**config.mk**
```make
export PLATFORM = sky130hd
export DESIGN_NAME = cix32_simd_issue
export DESIGN_NICKNAME = d
export VERILOG_FILES = /design/src/rtl/cix32_simd_pkg.sv /design/src/rtl/cix32_simd_uop_fifo.sv /design/src/rtl/cix32_simd_issue.sv
export SDC_FILE = /design/constraint.sdc
export NUM_CORES = 2
export LEC_CHECK = 0
export CAP_MARGIN = 5
export CORE_MARGIN = 4
export CORE_UTILIZATION = 35
export DETAILED_ROUTE_END_ITERATION = 10
export PLACE_DENSITY = 0.49
export SYNTH_ARGS = -nofsm -noshare
export SYNTH_HDL_FRONTEND = slang
export SYNTH_SLANG_ARGS = --single-unit
```
**constraint.sdc**
```tcl
create_clock -name clk -period 6.4 [get_ports clk]
set_input_delay 0.96 -clock clk [delete_from_list [all_inputs] [get_ports clk]]
set_output_delay 0.96 -clock clk [all_outputs]
set_load 0.02 [all_outputs]
```
**src/rtl/cix32_simd_pkg.sv**
```systemverilog
// Shared types for the cix32 SIMD issue slice.
// Feature macro: CIX32_SIMD_BYPASS_EN (writeback forwarding into issue).
package cix32_simd_pkg;

    localparam int XMM_IDX_W = 3;

    typedef enum logic [4:0] {
        OP_PADDD  = 5'd0,
        OP_PSUBD  = 5'd1,
        OP_PXOR   = 5'd2,
        OP_PAND   = 5'd3,
        OP_POR    = 5'd4,
        OP_PMULLD = 5'd5,
        OP_ADDPS  = 5'd6,
        OP_MOVDQA = 5'd7
    } simd_op_e;

    typedef enum logic [2:0] {
        MODE_MMX  = 3'b000,
        MODE_SSE  = 3'b001,
        MODE_SSE2 = 3'b010,
        MODE_SSE3 = 3'b011
    } simd_mode_e;

    typedef struct packed {
        simd_op_e             op;
        logic [2:0]           mode;
        logic [XMM_IDX_W-1:0] src;
        logic [XMM_IDX_W-1:0] dst;
    } simd_uop_t;

    // Any mode with the top bit set is outside MMX..SSE3
    function automatic logic mode_illegal(input logic [2:0] m);
        return m[2];
    endfunction

endpackage

```
**src/rtl/cix32_simd_uop_fifo.sv**
```systemverilog
// In-order micro-op queue feeding the SIMD issue stage.
// Pointers carry one wrap bit; full/empty decided by comparing MSBs.
module cix32_simd_uop_fifo
    import cix32_simd_pkg::*;
#(
    parameter int DEPTH = 4
) (
    input  logic      clk,
    input  logic      rst_n,
    input  logic      push_i,
    input  logic      pop_i,
    input  simd_uop_t wdata_i,
    output simd_uop_t rdata_o,
    output logic      full_o,
    output logic      empty_o
);

    localparam int AW = $clog2(DEPTH);
    localparam logic [AW:0] PTR_ONE = {{AW{1'b0}}, 1'b1};

    logic [AW:0] wr_q, wr_d;
    logic [AW:0] rd_q, rd_d;
    simd_uop_t   mem_q [DEPTH];

    assign empty_o = (wr_q == rd_q);
    assign full_o  = (wr_q[AW] != rd_q[AW]) &&
                     (wr_q[AW-1:0] == rd_q[AW-1:0]);
    assign rdata_o = mem_q[rd_q[AW-1:0]];

    // Pointer advance on push/pop
    always_comb begin
        wr_d = wr_q;
        rd_d = rd_q;
        if (push_i) wr_d = wr_q + PTR_ONE;
        if (pop_i)  rd_d = rd_q + PTR_ONE;
    end

    // Pointer registers
    always_ff @(posedge clk or negedge rst_n) begin
        if (!rst_n) begin
            wr_q <= '0;
            rd_q <= '0;
        end else begin
            wr_q <= wr_d;
            rd_q <= rd_d;
        end
    end

    // Entry storage
    always_ff @(posedge clk or negedge rst_n) begin
        if (!rst_n) begin
            for (int i = 0; i < DEPTH; i++) mem_q[i] <= '0;
        end else if (push_i) begin
            mem_q[wr_q[AW-1:0]] <= wdata_i;
        end
    end

endmodule

```
**src/rtl/cix32_simd_issue.sv**
```systemverilog
// SIMD issue stage: XMM regfile, uop queue, scoreboard, execute handshake.
// Feature macro: CIX32_SIMD_BYPASS_EN (same-cycle writeback forwarding).
module cix32_simd_issue
    import cix32_simd_pkg::*;
#(
    parameter int DEPTH  = 4,
    parameter int NREGS  = 8,
    parameter int DATA_W = 128
) (
    input  logic              clk,
    input  logic              rst_n,
    input  logic              uop_valid,
    output logic              uop_ready,
    input  logic [4:0]        uop_op,
    input  logic [2:0]        uop_mode,
    input  logic [2:0]        uop_src,
    input  logic [2:0]        uop_dst,
    output logic              ex_valid,
    input  logic              ex_ready,
    output logic [4:0]        ex_op,
    output logic [2:0]        ex_mode,
    output logic [2:0]        ex_dst,
    output logic [DATA_W-1:0] ex_operand_a,
    output logic [DATA_W-1:0] ex_operand_b,
    input  logic              wb_valid,
    input  logic [2:0]        wb_dst,
    input  logic [DATA_W-1:0] wb_data,
    output logic              busy,
    output logic              issue_err
);

    simd_uop_t         in_uop;
    simd_uop_t         fifo_uop;
    simd_uop_t         head;
    logic              fifo_full;
    logic              fifo_empty;
    logic              fifo_push;
    logic              fifo_pop;
    logic              head_vld;

    logic [NREGS-1:0]  pend_q, pend_d;
    logic [NREGS-1:0]  pend_chk;
    logic [NREGS-1:0]  wb_hit;
    logic              err_q, err_d;

    logic [DATA_W-1:0] xmm_q [NREGS];
    logic [DATA_W-1:0] opa;
    logic [DATA_W-1:0] opb;

    logic              ex_valid_q, ex_valid_d;
    logic [4:0]        ex_op_q;
    logic [2:0]        ex_mode_q;
    logic [2:0]        ex_dst_q;
    logic [DATA_W-1:0] ex_a_q;
    logic [DATA_W-1:0] ex_b_q;

    logic              hazard;
    logic              slot_free;
    logic              do_issue;
    logic              do_drop;
    logic              consume;

    assign in_uop = '{op:   simd_op_e'(uop_op),
                      mode: uop_mode,
                      src:  uop_src,
                      dst:  uop_dst};

    cix32_simd_uop_fifo #(
        .DEPTH (DEPTH)
    ) u_fifo (
        .clk     (clk),
        .rst_n   (rst_n),
        .push_i  (fifo_push),
        .pop_i   (fifo_pop),
        .wdata_i (in_uop),
        .rdata_o (fifo_uop),
        .full_o  (fifo_full),
        .empty_o (fifo_empty)
    );

    assign uop_ready = !fifo_full;

    // Head selection: an incoming uop falls through an empty queue
    always_comb begin
        head     = fifo_empty ? in_uop : fifo_uop;
        head_vld = !fifo_empty || uop_valid;
    end

    // Hazard view of the scoreboard, optionally ignoring this cycle's writeback
    always_comb begin
        wb_hit = '0;
        if (wb_valid) wb_hit[wb_dst] = 1'b1;
`ifdef CIX32_SIMD_BYPASS_EN
        pend_chk = pend_q & ~wb_hit;
`else
        pend_chk = pend_q;
`endif
    end

    // Issue / drop decision and queue control
    always_comb begin
        hazard    = pend_chk[head.src] | pend_chk[head.dst];
        slot_free = !ex_valid_q || ex_ready;
        do_drop   = head_vld && mode_illegal(head.mode);
        do_issue  = head_vld && !mode_illegal(head.mode) &&
                    slot_free && !hazard;
        consume   = do_issue || do_drop;
        fifo_pop  = consume && !fifo_empty;
        fifo_push = uop_valid && uop_ready &&
                    !(fifo_empty && consume);
    end

    // Operand read, with writeback forwarding when enabled
    always_comb begin
        opa = xmm_q[head.dst];
        opb = xmm_q[head.src];
`ifdef CIX32_SIMD_BYPASS_EN
        if (wb_valid && (wb_dst == head.dst)) opa = wb_data;
        if (wb_valid && (wb_dst == head.src)) opb = wb_data;
`endif
    end

    // Scoreboard / error next state: a set beats a same-cycle clear
    always_comb begin
        pend_d = pend_q & ~wb_hit;
        if (do_issue) pend_d[head.dst] = 1'b1;
        err_d = err_q || do_drop ||
                (wb_valid && !pend_q[wb_dst]);
        ex_valid_d = do_issue || (ex_valid_q && !ex_ready);
    end

    // Scoreboard and sticky error registers
    always_ff @(posedge clk or negedge rst_n) begin
        if (!rst_n) begin
            pend_q <= '0;
            err_q  <= 1'b0;
        end else begin
            pend_q <= pend_d;
            err_q  <= err_d;
        end
    end

    // XMM register file, written only by writeback
    always_ff @(posedge clk or negedge rst_n) begin
        if (!rst_n) begin
            for (int i = 0; i < NREGS; i++) xmm_q[i] <= '0;
        end else if (wb_valid) begin
            xmm_q[wb_dst] <= wb_data;
        end
    end

    // Output register toward execute, held while stalled
    always_ff @(posedge clk or negedge rst_n) begin
        if (!rst_n) begin
            ex_valid_q <= 1'b0;
            ex_op_q    <= '0;
            ex_mode_q  <= '0;
            ex_dst_q   <= '0;
            ex_a_q     <= '0;
            ex_b_q     <= '0;
        end else begin
            ex_valid_q <= ex_valid_d;
            if (do_issue) begin
                ex_op_q   <= head.op;
                ex_mode_q <= head.mode;
                ex_dst_q  <= head.dst;
                ex_a_q    <= opa;
                ex_b_q    <= opb;
            end
        end
    end

    assign ex_valid     = ex_valid_q;
    assign ex_op        = ex_op_q;
    assign ex_mode      = ex_mode_q;
    assign ex_dst       = ex_dst_q;
    assign ex_operand_a = ex_a_q;
    assign ex_operand_b = ex_b_q;
    assign issue_err    = err_q;
    assign busy         = !fifo_empty || ex_valid_q || (|pend_q);

endmodule
```
After elaboration in Yosys (flattened, before gate mapping)
Cells that the tools add are included.

operators by class
  add/sub/neg operators = 2
  $mul = 0
  div/mod/pow operators = 0
  magnitude comparators = 12
  eq/ne operators = 3
  shift operators = 0
  multiplexer cells = 28
  bitwise logic cells = 9
  reduce and logical (&&, ||, !) cells = 32

operators by type and width
  cell                 number
  $bwmux 1024          1
  $bmux 128 s3         2
  $mux 128             5
  $demux 128 s3        1
  $bwmux 56            1
  $mux 14              4
  $bmux 14 s2          1
  $demux 14 s2         1
  $mux 8               2
  $logic_and 1x1->1    15
  $ge 4x4->1 const B   3
  $lt 3x4->1 const B   3
  $not 3->4            3
  $bmux 1 s3           3
  $and 8x8->8          1
  $logic_not 1->1      8
  $logic_or 1x1->1     8
  $not 8->8            1
  $or 8x8->8           1
  $reduce_or 8->1      1
  $add 3x1->3 const B  2
  $demux 1 s3          2
  $ge 3x1->1 const B   2
  $ge 3x3->1 const B   2
  other kinds (8)      13

word-level totals
  register bits = 1363
  bits in latches = 0
  RAM bits = 0
  memory bits (read-only) = 0
  input port bits = 150
  output and inout bits = 271
  word-level logic and storage cells = 120
  memories kept = 0

Depth between registers and ports, before layout
  word-level depth = 14
  mapped depth = 14

Cells and area by module
A second synthesis with hierarchy kept.

second synthesis, totals
  cell total of the unflattened synthesis = 6846
  area total of the unflattened synthesis = 67880.1 um^2

by module, submodules not included
  module               instances  cells each  area each (um^2)
  cix32_simd_issue     1          6681        65053.6
  cix32_simd_uop_fifo  1          165         2826.5

Worst setup path after synthesis
No wires, ideal clock.

  kind = register -> register
  from = register u_fifo.rd_q[0]
  to = register u_fifo.mem_q[6] (netlist name)
  library setup time = 0.125 ns
  data arrival time = 3.302 ns
  path slack = 2.974 ns
  cell stages (with the launch flop) = 12
  buffers on the path = 3
  cells stage by stage = dfrtp_1 buf_4 xor2_1 or3_1 buf_2 mux2i_4 mux4_2 mux2i_4 a31oi_4 o211ai_2 buf_4 mux2_2

on the way
  longest elaborated chain between the ends = 14
  elaborated cells on any way between the ends = 27
  classes of those cells = 2 x eq/ne; 8 x mux; 2 x bitwise; 15 x reduce/logical

ends and longest elaborated chain
  element                                      RTL line                   RTL
  start: declaration                           cix32_simd_uop_fifo.sv:22  logic [AW:0] rd_q, rd_d;
  start signal: assignment                     cix32_simd_uop_fifo.sv:45  rd_q <= rd_d;
  $not 2->3 (not written as such)              cix32_simd_uop_fifo.sv:28  assign rdata_o = mem_q[rd_q[AW-1:0]];
  $bmux 14 s2                                  cix32_simd_uop_fifo.sv:28
  $mux 14 (not written as such) (2 in series)  cix32_simd_uop_fifo.sv:28
  $mux 14                                      cix32_simd_issue.sv:85     head = fifo_empty ? in_uop : fifo_uop;
  $bmux 1 s3                                   cix32_simd_issue.sv:102    hazard = pend_chk[head.src] | pend_chk[head.dst];
  $mux 1 (not written as such)                 cix32_simd_issue.sv:102
  $or 1x1->1                                   cix32_simd_issue.sv:102
  $logic_not 1->1                              cix32_simd_issue.sv:106    slot_free && !hazard;
  $logic_and 1x1->1                            cix32_simd_issue.sv:106
  $logic_or 1x1->1                             cix32_simd_issue.sv:107    consume = do_issue || do_drop;
  $logic_and 1x1->1                            cix32_simd_issue.sv:110    !(fifo_empty && consume);
  $logic_not 1->1                              cix32_simd_issue.sv:110
  $logic_and 1x1->1 *                          cix32_simd_issue.sv:109    fifo_push = uop_valid && uop_ready &&
  end signal: indexed assignment               cix32_simd_uop_fifo.sv:54  mem_q[wr_q[AW-1:0]] <= wdata_i;
  end: declaration                             cix32_simd_uop_fifo.sv:23  simd_uop_t mem_q [DEPTH];

Every way passes the cells marked *; elsewhere a longest branch is shown, timed or not. The select of a mux whose other input is x is not followed.
A chain may end at the register's enable or synchronous reset.

Worst setup path in the final report
  from = register u_fifo.wr_q[0]
  to = register ex_a_q[89], in the netlist ex_operand_a[89]

on the way
  longest elaborated chain between the ends = 7
  elaborated cells on any way between the ends = 18
  classes of those cells = 1 x eq/ne; 8 x mux; 2 x bitwise; 7 x reduce/logical

ends and longest elaborated chain
  element                       RTL line                   RTL
  start: declaration            cix32_simd_uop_fifo.sv:21  logic [AW:0] wr_q, wr_d;
  start signal: assignment      cix32_simd_uop_fifo.sv:44  wr_q <= wr_d;
  $eq 3x3->1 *                  cix32_simd_uop_fifo.sv:25  assign empty_o = (wr_q == rd_q);
  $mux 14                       cix32_simd_issue.sv:85
  $bmux 1 s3                    cix32_simd_issue.sv:102
  $mux 1 (not written as such)  cix32_simd_issue.sv:102
  $or 1x1->1                    cix32_simd_issue.sv:102
  $logic_not 1->1               cix32_simd_issue.sv:106
  $logic_and 1x1->1             cix32_simd_issue.sv:106
  end signal: assignment        cix32_simd_issue.sv:167    ex_a_q <= opa;
  end: declaration              cix32_simd_issue.sv:54     logic [DATA_W-1:0] ex_a_q;

Marks and branches as above.

==> impl_metrics.csv <==
group,metric,value,unit
drt,post_drt_wl_per_cell,24.5,um
drt,ant_nets,0,
placed_design,dp_slack,1.70,ns
logic_synthesis,synth.cell_area,0.0669,sq mm
timing,setup_viol,0,
logic_synthesis,ys_types,47,
critical_path,path_max_fanout,68,
clock_network,cts_resized,0,
min_path,hold_path_class,"in2async",
critical_path,path_class,"reg2reg",
drt,drt-pass1-iter-count,6,
clock_network,clk_path_buf_depth,3,
final_layout,final_net_count,6515,
clock_network,cts.sinks,1363,
clock_network,clkTransAtPathRegs,0.06,ns
logic_synthesis,syn_nets,6324,
timing,worst_pin_slew,1.14,ns
critical_path,required,7.06,ns
timing,maxSlewViolCount,0,
global_route,overflow,0,
final_layout,drive_gt1_share,22.4,%
critical_path,cp_top_family,"multiplexers",
floorplanning,initial_core_util,35.2,%
critical_path,setup.worst_path.start_class,"flip-flop",
logic_synthesis,netlist.area_leader.share,51.0,%
final_layout,area_delta_synth_final,18.8,%
timing,finalHoldViolations,0,
drt,route.detailed.drc,0,
critical_path,endpoint_kind,"flip-flop",
logic_synthesis,syn_inst,6169,
drt,drtIter0Drc,3434,
placed_design,place_hpwl,122000,um
timing,totalNegativeSetupSlack,0,ns
floorplanning,die_w,445,um
clock_network,ctsHoldBuffers,0,
placed_design,place_inst,8705,
critical_path,slowest_delay,0.64,ns
placed_design,portBuffers,420,
timing,timing.fmax,219,MHz
critical_path,cp_slowest_cell,"or3_1",
clock_network,h-tree-depth,4,
final_layout,instances_no_fill,9023,
critical_path,path_cells,"xor2_1 > or3_1 > mux2i_4 > mux4_2 > mux2i_4 > nand3_4 > buf_12 > buf_12 > nand2_1 > o21ai_0",
clock_network,cts_tree,"done",
timing,skew,0.0190,ns
job,max_cap_viol_count,0,
logic_synthesis,yosysSeqAreaShare,51.0,%
global_route,first_global_vias,50200,
logic_synthesis,synth_warnings,0,
final_layout,final_cell_mix,"dfrtp_1 (1363), nand2_1 (1300), mux2_2 (1044), mux2i_1 (526), clkdlybuf4s50_1 (419)",
logic_synthesis,ys_seq_elements,1363,
floorplanning,core,0.190,sq mm
logic_synthesis,synthTopCellsByArea,"dfrtp_1 (51%), mux2_2 (18%), mux2i_1 (7.9%), nand2_1 (7.3%), o22ai_1 (2.4%)",
timing,fin_ws,1.83,ns
timing,min_period,4.57,ns
global_route,grt_max_degree,177,
floorplanning,io_pins,421,
global_route,grt_pass1_wl,334000,um
status,status,"finished, final reports clean",
floorplanning,row_count,160,
timing,slew_headroom,24.1,%
clock_network,cts_buffers,164,
timing,rsz0062_at_grt,"no",
clock_network,insertion_delay,0.80,ns
clock_network,cts_root_buffer,"clkbuf_16",
critical_path,cp.arrival,5.23,ns
final_layout,final_common_cell,"dfrtp_1",
drt,num_vias,49500,
timing,fin_crit_sh,71.5,%
floorplanning,die_h,445,um
placed_design,gp_congestion,0.758,
drt,routed_wl,221000,um
drt,vias_per_cell,5.49,
logic_synthesis,syn_area_per_cell,10.8,sq um
floorplanning,die_area,0.198,sq mm
global_route,antenna_found_initial,35,
critical_path,crit_buf_inv,2,
logic_synthesis,synthFlopType,"dfrtp_1",
global_route,grt_util_all_layers,22.0,%
logic_synthesis,synth_edf_count,0,
logic_synthesis,yosysTopAreaCell,"dfrtp_1",
clock_network,post-cts-setup-buffers,0,
logic_synthesis,ys_async_sr_fraction,100,%
==> state kept, by name, summed over array words and instances, names as in the netlist <==
name          cells
ex_operand_a    128
ex_operand_b    128
xmm_q          1024
u_fifo.rd_q       3
ex_mode           3
pend_chk          8
ex_valid          1
u_fifo.wr_q       3
issue_err         1
u_fifo.mem_q     56
ex_dst            3
ex_op             5
==> per-layer routing <==
| metal | global-route usage [%] | part of all wire [%] |
|---|---|---|
| met2 | 36.5 | 48 |
| met3 | 3.11 | 4.1 |
| met4 | 7.78 | 3.4 |
| met1 | 29.4 | 44 |
| met5 | 0 | 0.016 |
==> final cells by class <==
type,instances,area (sq um)
Fill cell,18200,111000
Tap cell,2511,3140
Sequential cell,1363,34100
Inverter,13,48.8
Antenna cell,21,52.6
Clock inverter,45,562
Clock buffer,252,5000
Multi-Input combinational cell,4297,31000
Timing Repair Buffer,521,5620
==> synth_stat cells, drive strengths merged, types with 2 or more instances <==
library cell	number
o211ai	4
mux2i	529
and3	129
o221a	2
nor3b	3
o31ai	3
and2	3
xor2	5
nand2	1301
xnor2	4
nand3	262
nor2b	3
nor3	6
dfrtp	1363
buf	93
nand4	3
clkbuf	403
mux4	17
inv	13
mux2	1084
a311oi	128
nor2	131
o21ai	269
ha	5
o22ai	260
a21oi	2
a31oi	132
==> final timing paths <==
kind / start / end / slack (ns) / cells past startpoint
worst min-delay path: rst_n / ex_operand_b[29]$_DFFE_PN0N_ / 0.07 / 1
worst min register to register: ex_operand_b[21]$_DFFE_PN0N_ / ex_operand_b[21]$_DFFE_PN0N_ / 0.48 / 2
worst max-delay path: u_fifo.wr_q[0]$_DFFE_PN0P_ / ex_operand_a[89]$_DFFE_PN0N_ / 1.83 / 10
max in group asynchronous: rst_n / xmm_q[455]$_DFFE_PN0P_ / 4.66 / 2
min in group clk: ex_operand_b[21]$_DFFE_PN0N_ / ex_operand_b[21]$_DFFE_PN0N_ / 0.48 / 2
worst max register to register: u_fifo.wr_q[0]$_DFFE_PN0P_ / ex_operand_a[89]$_DFFE_PN0N_ / 1.83 / 10
==> cell families after synthesis <==
family / after synthesis / share of synthesized area (%)
and+or+nand+nor: 1844 / 11.4
muxes: 1630 / 26.8
DFF: 1363 / 51.0
AOI/OAI and AO/OA: 809 / 7.65
buffers and inverters: 509 / 3.00
xor gates and xnor gates: 9 / 0.118
adders and majority gates: 5 / 0.0935
==> through the flow <==
step           instance area [sq um]  hold WS (ns)  util, %
2_1_floorplan                  66900         0.459        -
5_1_grt                        79500        0.0936     41.8
3_5_place_dp                   73900         0.469     38.9
4_1_cts                        79500        0.0804     41.8
6_report                       79500        0.0721     41.8
3_3_place_gp                   73900         0.461     38.9
Power is not shown: default switching activity piles up to over one toggle a cycle in this logic, so the estimate is an artifact.
